[config.mk]
export PLATFORM = sky130hd
export DESIGN_NAME = budget_response_arbiter
export DESIGN_NICKNAME = d
export VERILOG_FILES = /design/src/rtl/budget_response_arbiter.sv
export SDC_FILE = /design/constraint.sdc
export NUM_CORES = 1
export LEC_CHECK = 0
export CAP_MARGIN = 20
export CORE_ASPECT_RATIO = 0.9
export CORE_MARGIN = 2
export CORE_UTILIZATION = 45
export DETAILED_ROUTE_END_ITERATION = 8
export HOLD_SLACK_MARGIN = 0.03
export PLACE_DENSITY = 0.72
export SLEW_MARGIN = 30
export SYNTH_ARGS = -nofsm -noshare
export SYNTH_HDL_FRONTEND = slang
export SYNTH_SLANG_ARGS = --single-unit
[constraint.sdc]
create_clock -name clk -period 7.1 [get_ports clk]
set_input_delay 1.42 -clock clk [delete_from_list [all_inputs] [get_ports clk]]
set_output_delay 1.42 -clock clk [all_outputs]
set_load 0.02 [all_outputs]
[src/rtl/budget_response_arbiter.sv]
// Round-robin arbiter over a refillable grant budget.
// Requests left waiting too long latch a sticky fault.
module budget_response_arbiter #(
    parameter int NREQ     = 2,
    parameter int BUDGET   = 2,
    parameter int MAX_WAIT = 3,
    parameter int CW       = 4
) (
    input  logic            clk,
    input  logic            rst_n,
    input  logic [NREQ-1:0] req,
    input  logic            enable,
    input  logic            refill,
    output logic [NREQ-1:0] grant,
    output logic [CW-1:0]   budget_left,
    output logic            error,
    output logic            _rt_get
);

    localparam int PW = (NREQ > 1) ? $clog2(NREQ) : 1;

    localparam logic [1:0] S_IDLE  = 2'd0;
    localparam logic [1:0] S_SERVE = 2'd1;
    localparam logic [1:0] S_EXH   = 2'd2;
    localparam logic [1:0] S_FAULT = 2'd3;

    logic [1:0]      state_q, state_d;
    logic [NREQ-1:0] grant_q, grant_d;
    logic [CW-1:0]   budget_q, budget_d;
    logic            err_q, err_d;
    logic [PW-1:0]   ptr_q, ptr_d;
    logic [CW-1:0]   wait_q [NREQ];
    logic [CW-1:0]   wait_d [NREQ];

    logic            found;
    logic [PW-1:0]   win;
    int              idx;

    // First active requester at or after the pointer.
    always_comb begin
        found = 1'b0;
        win   = '0;
        idx   = 0;
        for (int k = 0; k < NREQ; k++) begin
            idx = (int'(ptr_q) + k) % NREQ;
            if (!found && req[idx[PW-1:0]]) begin
                found = 1'b1;
                win   = idx[PW-1:0];
            end
        end
    end

    always_comb begin
        grant_d  = '0;
        budget_d = budget_q;
        err_d    = err_q;
        ptr_d    = ptr_q;
        state_d  = state_q;
        for (int i = 0; i < NREQ; i++) begin
            wait_d[i] = wait_q[i];
        end

        if (state_q == S_FAULT) begin
            if (refill) begin
                budget_d = CW'(BUDGET);
            end
        end else begin
            if (refill) begin
                budget_d = CW'(BUDGET);
            end else if (enable && budget_q != '0 && found) begin
                grant_d[win] = 1'b1;
                budget_d     = budget_q - 1'b1;
                if (win == PW'(NREQ - 1)) begin
                    ptr_d = '0;
                end else begin
                    ptr_d = win + 1'b1;
                end
            end

            // A grant at this edge beats a timeout on the same requester.
            for (int i = 0; i < NREQ; i++) begin
                if (!req[i] || grant_d[i]) begin
                    wait_d[i] = '0;
                end else if (wait_q[i] < CW'(MAX_WAIT)) begin
                    wait_d[i] = wait_q[i] + 1'b1;
                end
                if (wait_d[i] == CW'(MAX_WAIT)) begin
                    err_d = 1'b1;
                end
            end

            if (err_d) begin
                state_d = S_FAULT;
            end else if (budget_d == '0) begin
                state_d = S_EXH;
            end else if (|req) begin
                state_d = S_SERVE;
            end else begin
                state_d = S_IDLE;
            end
        end
    end

    always_ff @(posedge clk or negedge rst_n) begin
        if (!rst_n) begin
            state_q  <= S_IDLE;
            grant_q  <= '0;
            budget_q <= CW'(BUDGET);
            err_q    <= 1'b0;
            ptr_q    <= '0;
            for (int i = 0; i < NREQ; i++) begin
                wait_q[i] <= '0;
            end
        end else begin
            state_q  <= state_d;
            grant_q  <= grant_d;
            budget_q <= budget_d;
            err_q    <= err_d;
            ptr_q    <= ptr_d;
            for (int i = 0; i < NREQ; i++) begin
                wait_q[i] <= wait_d[i];
            end
        end
    end

    assign grant       = grant_q;
    assign budget_left = budget_q;
    assign error       = err_q;
    assign _rt_get     = |req;

endmodule
==> results.txt, run 1 <==
Detailed-router iteration count before antenna repair: 4
Rel. slew slack: 46.9%
Final instance area: 1140 um^2
Max-Cap Viols: 0
Final period util: 59.3%
Worst-path clk slew: 0.09 ns
Vias post-DR: 729
Syn. warnings: 0
RD Place Congestion: 0.738
Die X: 52.6 um
DIE AREA: 2520 um^2
Clock Skew: 0.00538 ns
Commonest non-fill, non-tap cell in the layout: dfrtp_1
Crit. End Element: output port
Total GRT Usage: 17.2%
Final net count: 116
Synth Instances: 92
Initial Util: 48.6%
Unrepaired setup endpoints after global routing: no
Hold Crit Class: flip-flop to flip-flop
Routed Antenna Nets: 0
Setup TNS: 0 ns
Largest net degree at the start of global routing: 19
Number of I/O port buffers: 13
Seq/Total Area, Yosys: 47.1%
Share of cells above drive strength 1: 11.3%
Synth Flop Type: dfrtp_1
Sequential group share of total power: 50.8%
Slowest stage delay, CP: 0.55 ns
Comb pwr share: 25.8%
Reg-to-Reg Start: budget_left[0]$_DFFE_PN0P_
Avg WL per Cell: 13.6 um
Num CTS Buffers: 3
Clock root buffer: clkbuf_4
Top cells by area, synth: dfrtp_1 (44%), ha_1 (3.9%), a21boi_0 (3.1%)
Wirelength, routed: 1780 um
Num ports: 14
Required @ worst endpoint: 5.68 ns
Core ar.: 1970 um^2
Number of global-route vias before repair: 672
Diode count: 0
Syn nets: 101
Share of the synthesized area in the top cell type: 44.4%
Setup Crit Path Kind: primary input to output port
Initial antenna violation count: 0
Crit path max fanout: 6
Inst Count DP: 127
Leading area contributor after synthesis: dfrtp_1
GR Overflow Total: 0
Worst Max-Slew Pin Slew: 0.793 ns
CP startpoint kind: primary input
Status: finished, final reports clean
Fin util: 58.0%
Pint: 0.185 mW
Vias per inst: 5.56
Final min period: 4.21 ns
CTS HTree Levels: 1
Hold Vio Cnt, Final: 0
#FFs+latches synth: 18
Max Root-Sink Buffers: 2
Slowest-stage cell, CP: clkdlybuf4s50_1
Worst EP arrival: 2.79 ns
Buffers & Inverters on Critical Path: 2
Detailed Place HPWL: 1380 um
Mapped Area: 958 um^2
PnR Total Power: 0.260 mW
Syn_area_per_cell: 10.4 um^2
CP delay by family, top: buffers and inverters
Psw: 0.0747 mW
DRC violations left: 0
CP Cell Sequence: clkdlybuf4s50_1, or2_2, clkdlybuf4s50_1
CTS sink cnt: 18
CTS Hold Bufs: 0
CP dominant cell by count: clkdlybuf4s50_1
First-pass GRT wire length: 3000 um
Resize count post-CTS: 0
Placed cell areas: 1110 um^2
TritonCTS clock tree: done
Post-synth EDFFs: 0
Placement Rows: 15
Crit. Startpoint: req[1]
Synth-to-layout area growth: 19.2%
Clk Latency, worst-skew pair: 0.29 ns
Ys async rst share: 100%
Commonest cells after routing, fill and taps aside: dfrtp_1 (17), clkdlybuf4s50_1 (13), nor2_1 (7)
Slew Limit Fails: 0
Achievable Freq: 0.237 GHz
Pleak: 0.487 nW
Switching Fraction: 28.7%
Clock Power Share: 23.4%
Height of the die: 47.8 um
Non-filler instance count after layout: 131
Final setup violation count: 0
Pwr/cell area: 228 nW/um^2
Yosys cell types: 38
Max rail drop VDD: 0.192 mV
1st-iter DRT viols: 13
Min-delay src: error$_DFFE_PN0N_
Post-CTS setup buffer count: 0
[power groups by stage]
stage / sequential, mW / clock (mW) / combinational [mW]
final: 0.132 / 0.0608 / 0.0671
after global routing: 0.134 / 0.0684 / 0.0756
after CTS: 0.132 / 0.0631 / 0.0680
after detailed placement: 0.133 / 0 / 0.0681
after global placement: 0.133 / 0 / 0.0666
after floorplan: 0.134 / 0 / 0.0446
[cell usage after synthesis (2+ instances only)]
master,n
dfrtp_1,17
nor2_1,7
a21boi_0,4
inv_1,4
nand2_1,4
nor3_1,4
and2_1,3
ha_1,3
nand4_1,3
nor3b_1,3
nor4_1,3
o21ai_0,3
xor2_1,3
a211o_1,2
a22o_1,2
buf_2,2
mux2_2,2
o211ai_1,2
o41ai_1,2
[cells by family after synthesis]
| family | synth area share, % |
|---|---|
| buf+inv | 3.00 |
| mux | 2.35 |
| fa+ha+maj | 3.92 |
| compound gates | 19.3 |
| flops | 47.1 |
| xor+xnor | 3.66 |
| simple gates | 20.6 |
[path summary, 6_finish.rpt]
kind,to,slack [ns],cells past startpoint
worst max-delay path,_rt_get,2.89,3
worst min-delay path,error$_DFFE_PN0N_,0.52,1
worst max register to register,state_q[0]$_DFFE_PN0N_,4.70,6
worst min register to register,error$_DFFE_PN0N_,0.52,1
max in group asynchronous,state_q[1]$_DFFE_PN0N_,5.02,1
min in group asynchronous,budget_left[3]$_DFFE_PN0P_,1.58,1
[through the flow]
step / hold slack (ns) / setup slack [ns]
3_3_place_gp: 0.490 / 2.89
6_report: 0.518 / 2.89
3_5_place_dp: 0.493 / 2.90
2_1_floorplan: 0.484 / 3.92
5_1_grt: 0.539 / 2.83
4_1_cts: 0.520 / 2.89
[final cells by class]
type / instances / area (um^2)
Fill cell: 177 / 828
Clock buffer: 4 / 36.3
Tap cell: 25 / 31.3
Multi-Input combinational cell: 67 / 478
Inverter: 4 / 15.0
Timing Repair Buffer: 13 / 130
Sequential cell: 18 / 452
[sequential cells by signal, summed over array words and instances, names as in the netlist]
| signal | cells |
|---|---|
| budget_left | 4 |
| error | 1 |
| grant | 2 |
| ptr_q | 1 |
| state_q | 2 |
| wait_q | 8 |
[per-layer routing]
layer / share of wire (%) / global-route usage, % / vias up
li1: - / - / 373
met5: 0 / 0 / -
met2: 45 / 27.8 / 9
met4: 0.67 / 4.62 / 0
met3: 3.5 / 5.94 / 2
met1: 50 / 22.4 / 345
(Power assumes the default switching activity.)
==> run 2, diff against run 1 <==
PLACE_DENSITY = 0.75   (was 0.72)
clock period = 3.4 ns   (was 7.1 ns; I/O delays follow)
==> run 2 against run 1 <==
Count of clock-buffer cells in the layout did not move. Register-to-register slack got worse by 3.8 ns. Largest power group unchanged. Sequential cell count did not move. Clock skew rose by 0.0016 ns. Largest cell class unchanged. Cell count did not move. Hold slack improved by 0.011 ns. Setup slack got worse by 2.2 ns.
==> results.txt, run 2 (same netlist as run 1, synthesis figures left out) <==
Core ar.: 1970 um^2 (unchanged)
Area of the multi-input gates: 478 um^2 (unchanged)
Final min period: 2.74 ns
Share of cells above drive strength 1: 10.4% (-0.94 points)
Detailed-router iteration count before antenna repair: 5 (+1)
Vias post-DR: 757 (+3.8%)
Initial Util: 48.6% (unchanged)
Hold Vio Cnt, Final: 0 (unchanged)
Pwr/cell area: 467 nW/um^2 (+100%)
Achievable Freq: 0.366 GHz
Worst Max-Slew Pin Slew: 0.768 ns (-0.0250 ns)
Final setup violation count: 0 (unchanged)
Resize count post-CTS: 0 (unchanged)
Switching Fraction: 30.4% (+1.6 points)
Hold path cells: 1 (unchanged)
Final period util: 80.5%
Final-layout fill cell count: 170 (-4.0%)
Required @ worst endpoint: 2.72 ns (-2.96 ns)
Worst reg-to-reg setup slack: 0.94 ns (-3.76 ns)
Worst EP arrival: 2.06 ns (-0.73 ns)
Number of I/O port buffers: 13 (unchanged)
Commonest non-fill, non-tap cell in the layout: dfrtp_1
Pint: 0.368 mW (+98%)
Commonest cells after routing, fill and taps aside: dfrtp_1 (17), clkdlybuf4s50_1 (13), nor2_1 (7)
Crit path max fanout: 6 (unchanged)
Setup Crit Path Kind: primary input to output port
Num ports: 14 (unchanged)
Reg-to-Reg Start: budget_left[0]$_DFFE_PN0P_
First-pass GRT wire length: 3060 um (+2.1%)
Worst R2R End: state_q[0]$_DFFE_PN0N_
Avg WL per Cell: 14.2 um (+4.3%)
Unrepaired setup endpoints after global routing: no
Post-CTS setup buffer count: 0 (unchanged)
Comb pwr share: 26.7% (+0.9 points)
Diode count: 0 (unchanged)
Slew Limit Fails: 0 (unchanged)
Wirelength, routed: 1860 um (+4.3%)
Initial antenna violation count: 0 (unchanged)
1st-iter DRT viols: 31 (+18)
Number of global-route vias before repair: 718 (+6.8%)
Clock root buffer: clkbuf_4
Placed cell areas: 1110 um^2 (unchanged)
Pleak: 0.481 nW (-1.2%)
DIE AREA: 2520 um^2 (unchanged)
Max FFs per register: 8 (unchanged)
Status: finished, final reports clean
Max-Cap Viols: 0 (unchanged)
Min-delay src: error$_DFFE_PN0N_
Num CTS Buffers: 3 (unchanged)
Synth-to-layout area growth: 18.1%
Vias per inst: 5.78 (+3.8%)
Clock Skew: 0.00700 ns (+0.00161 ns)
DRC violations left: 0 (unchanged)
Final instance area: 1130 um^2 (-0.88%)
Crit. End Element: output port
Detailed Place HPWL: 1380 um (+0.13%)
Worst-path clk slew: 0.09 ns (about the same)
Die X: 52.6 um (unchanged)
Height of the die: 47.8 um (unchanged)
RD Place Congestion: 0.732 (-0.79%)
PnR Total Power: 0.528 mW (+100%)
Placement Rows: 15 (unchanged)
Sequential group share of total power: 52.5% (+1.7 points)
Register Area: 452 um^2 (unchanged)
Max rail drop VDD: 0.284 mV (+48%)
Final net count: 116 (unchanged)
Top reg by flops: wait_q
Clk Latency, worst-skew pair: 0.29 ns (about the same)
Clock Power Share: 20.8% (-2.6 points)
Largest net degree at the start of global routing: 19 (unchanged)
GR Overflow Total: 0 (unchanged)
Setup TNS: 0 ns (unchanged)
TritonCTS clock tree: done
CP startpoint kind: primary input
Hold Crit Class: flip-flop to flip-flop
Max Root-Sink Buffers: 2 (unchanged)
Total GRT Usage: 17.0% (-0.21 points)
R2R depth: 6 (unchanged)
Routed Antenna Nets: 0 (unchanged)
CTS HTree Levels: 1 (unchanged)
Rel. slew slack: 48.6% (+1.7 points)
CTS Hold Bufs: 0 (unchanged)
CTS sink cnt: 18 (unchanged)
Psw: 0.160 mW (+110%)
Hold path endpoint: error$_DFFE_PN0N_
run 2: final cells by class:
cell class                      instances  area share, %
Tap cell                               25           2.76
Timing Repair Buffer                   13           11.5
Clock buffer                            4           2.32
Inverter                                4           1.33
Multi-Input combinational cell         67           42.2
Sequential cell                        18           39.9
run 2: power groups by stage:
stage               clock network [mW]  logic [mW]  registers (mW)
CTS                              0.116       0.142           0.276
global route                     0.124       0.156           0.281
global placement                     0       0.139           0.278
floorplan                            0      0.0932           0.280
finish                           0.110       0.141           0.277
detailed placement                   0       0.143           0.278
run 2: per-stage QoR:
stage / hold WS (ns) / setup slack, ns / util, % / instances
floorplan: 0.384 / 1.03 / - / 92
global placement: 0.492 / 0.672 / 56.1 / 127
detailed placement: 0.502 / 0.654 / 56.1 / 127
CTS: 0.530 / 0.662 / 57.5 / 131
global route: 0.554 / 0.615 / 57.5 / 131
finish: 0.529 / 0.664 / 57.5 / 131
run 2: worst max-delay path by stage:
stage	start	slack [ns]	depth (start not counted)	to
after detailed placement	req[1]	0.65	5	state_q[0]$_DFFE_PN0N_
after floorplan	budget_left[0]$_DFFE_PN0P_	1.03	7	state_q[0]$_DFFE_PN0N_
final	req[1]	0.66	3	_rt_get
after global routing	req[1]	0.61	3	_rt_get
after CTS	req[1]	0.66	3	_rt_get
after global placement	req[1]	0.67	3	_rt_get
run 2: layer usage:
layer	track usage, %	up-vias	wire length [um]	share of wire [%]
met4	9.74	0	46	2.5
met1	21.5	359	880	47
li1	-	374	-	-
met5	0	-	0	0
met2	26.5	18	869	47
met3	4.69	6	63	3.4
run 2: worst max-delay path: stages:
cell	delay (ns)
clkdlybuf4s50_1	0.48
or2_2	0.35
clkdlybuf4s50_1	0.54
==> run 3, diff against run 2 <==
PLACE_DENSITY = 0.72   (was 0.75)
clock period = 2.7 ns   (was 3.4 ns; I/O delays follow)
==> run 3 against run 2 <==
Sequential cell count unchanged. Critical path depth stayed put. Clock skew barely moved. Sequential share of layout area is 1.0 points lower. Setup slack got worse by 0.43 ns. Die area is the same. Wire length fell by 3.6%. Design area rose by 2.7%. Combinational power up 33%. Sequential power increased by 26%. Clock power rose by 18%.
==> results.txt, run 3 (same netlist as run 1, synthesis figures left out) <==
Status: finished, final reports clean
TritonCTS clock tree: done
Max rail drop VDD: 0.411 mV (+44%)
Clock root buffer: clkbuf_4
Worst-path clk slew: 0.08 ns (about the same)
Worst Max-Slew Pin Slew: 0.789 ns (+0.0209 ns)
CP delay by family, top: buffers and inverters
Core ar.: 1970 um^2 (unchanged)
CP startpoint kind: primary input
Initial Util: 48.6% (unchanged)
Commonest non-fill, non-tap cell in the layout: dfrtp_1
Share of cells above drive strength 1: 13.6% (+3.3 points)
Top reg by flops: wait_q
Synth-to-layout area growth: 21.3%
Buffers & Inverters on Critical Path: 2 (unchanged)
Num ports: 14 (unchanged)
Vias per inst: 5.76 (-0.40%)
Rel. slew slack: 47.2% (-1.4 points)
Slew Limit Fails: 0 (unchanged)
Setup Crit Path Kind: primary input to output port
1st-iter DRT viols: 18 (-42%)
Height of the die: 47.8 um (unchanged)
M1 WL: 857 um (-2.6%)
Detailed-router iteration count before antenna repair: 4 (-1)
GR Overflow Total: 0 (unchanged)
Number of global-route vias before repair: 741 (+3.2%)
Required @ worst endpoint: 2.16 ns (-0.56 ns)
First-pass GRT wire length: 3110 um (+1.6%)
Resize count post-CTS: 0 (unchanged)
Commonest cells after routing, fill and taps aside: dfrtp_1 (17), clkdlybuf4s50_1 (13), nor2_1 (7)
Number of I/O port buffers: 13 (unchanged)
Final setup violation count: 0 (unchanged)
Final period util: 91.2%
Wirelength, routed: 1790 um (-3.6%)
Max-Cap Viols: 0 (unchanged)
Non-filler instance count after layout: 135 (+3.1%)
CTS sink cnt: 18 (unchanged)
Worst EP arrival: 1.92 ns (-0.14 ns)
Clock Skew: 0.00680 ns (-0.000198 ns)
DRC violations left: 0 (unchanged)
Pwr/cell area: 572 nW/um^2 (+23%)
Slowest stage delay, CP: 0.55 ns (about the same)
Diode count: 0 (unchanged)
Final net count: 120 (+3.4%)
Total GRT Usage: 17.5% (+0.50 points)
PnR Total Power: 0.665 mW (+26%)
Initial antenna violation count: 0 (unchanged)
DR WL met3: 62 um (-1.6%)
Placement Rows: 15 (unchanged)
Vias post-DR: 777 (+2.6%)
Max layer used: met4
DIE AREA: 2520 um^2 (unchanged)
Hold Crit Class: flip-flop to flip-flop
Pleak: 0.500 nW (+4.0%)
Avg WL per Cell: 13.3 um (-6.5%)
Crit. End Element: output port
Inst Count DP: 131 (+3.1%)
Post-CTS setup buffer count: 0 (unchanged)
Crit path max fanout: 6 (unchanged)
Clk Latency, worst-skew pair: 0.28 ns (about the same)
Final min period: 2.46 ns
Slowest-stage cell, CP: clkdlybuf4s50_1
Max FFs per register: 8 (unchanged)
Num CTS Buffers: 3 (unchanged)
RD Place Congestion: 0.833 (+14%)
Final-layout fill cell count: 177 (+4.1%)
CP Cell Sequence: clkdlybuf4s50_1, or2_2, clkdlybuf4s50_1
Unrepaired setup endpoints after global routing: no
CTS Hold Bufs: 0 (unchanged)
CTS HTree Levels: 1 (unchanged)
Die X: 52.6 um (unchanged)
Setup TNS: 0 ns (unchanged)
CP dominant cell by count: clkdlybuf4s50_1
Detailed Place HPWL: 1400 um (+1.3%)
Largest net degree at the start of global routing: 19 (unchanged)
Hold Vio Cnt, Final: 0 (unchanged)
Routed Antenna Nets: 0 (unchanged)
Achievable Freq: 0.406 GHz
Max Root-Sink Buffers: 2 (unchanged)
Met2 wire length: 859 um (-1.2%)
## run 3: cell types whose count changed in the layout (fill, tap and decap cells not counted), sizes merged
cell / change
buf: +4
## run 3: where the power goes
group / switching [mW] / total, mW / internal [mW]
registers: 0.0390 / 0.348 / 0.309
logic: 0.0841 / 0.187 / 0.103
clock network: 0.0722 / 0.130 / 0.0573
## run 3: layer usage
layer  global-route usage, %  vias to the layer above
li1                        -                      385
met1                    22.0                      380
met2                    29.3                       10
met3                    5.94                        2
met4                    4.62                        0
met5                       0                        -
## run 3: metrics by stage
step	cell area (um^2)	hold slack [ns]	utilization (%)	setup WS [ns]
floorplan	958	0.244	-	0.330
global placement	1140	0.500	57.7	0.222
detailed placement	1140	0.495	57.7	0.202
CTS	1160	0.522	59.0	0.245
global route	1160	0.548	59.0	0.175
finish	1160	0.511	59.0	0.238
## run 3: final cells by class
class	count	area, um^2	share of cell area, %
Clock buffer	4	26.3	2.26
Inverter	4	15.0	1.29
Multi-Input combinational cell	67	478	41.1
Sequential cell	18	452	38.9
Tap cell	25	31.3	2.69
Timing Repair Buffer	17	160	13.8
## run 3: worst paths after layout
kind	slack, ns	depth (start not counted)	endpoint	startpoint
worst min register to register	0.51	1	error$_DFFE_PN0N_	error$_DFFE_PN0N_
worst max-delay path	0.24	3	_rt_get	req[1]
worst max register to register	0.28	6	state_q[0]$_DFFE_PN0N_	budget_left[0]$_DFFE_PN0P_
min in group asynchronous	0.71	1	wait_q[7]$_DFFE_PN0N_	rst_n
max in group asynchronous	1.50	1	budget_left[0]$_DFFE_PN0P_	rst_n
worst min-delay path	0.51	1	error$_DFFE_PN0N_	error$_DFFE_PN0N_
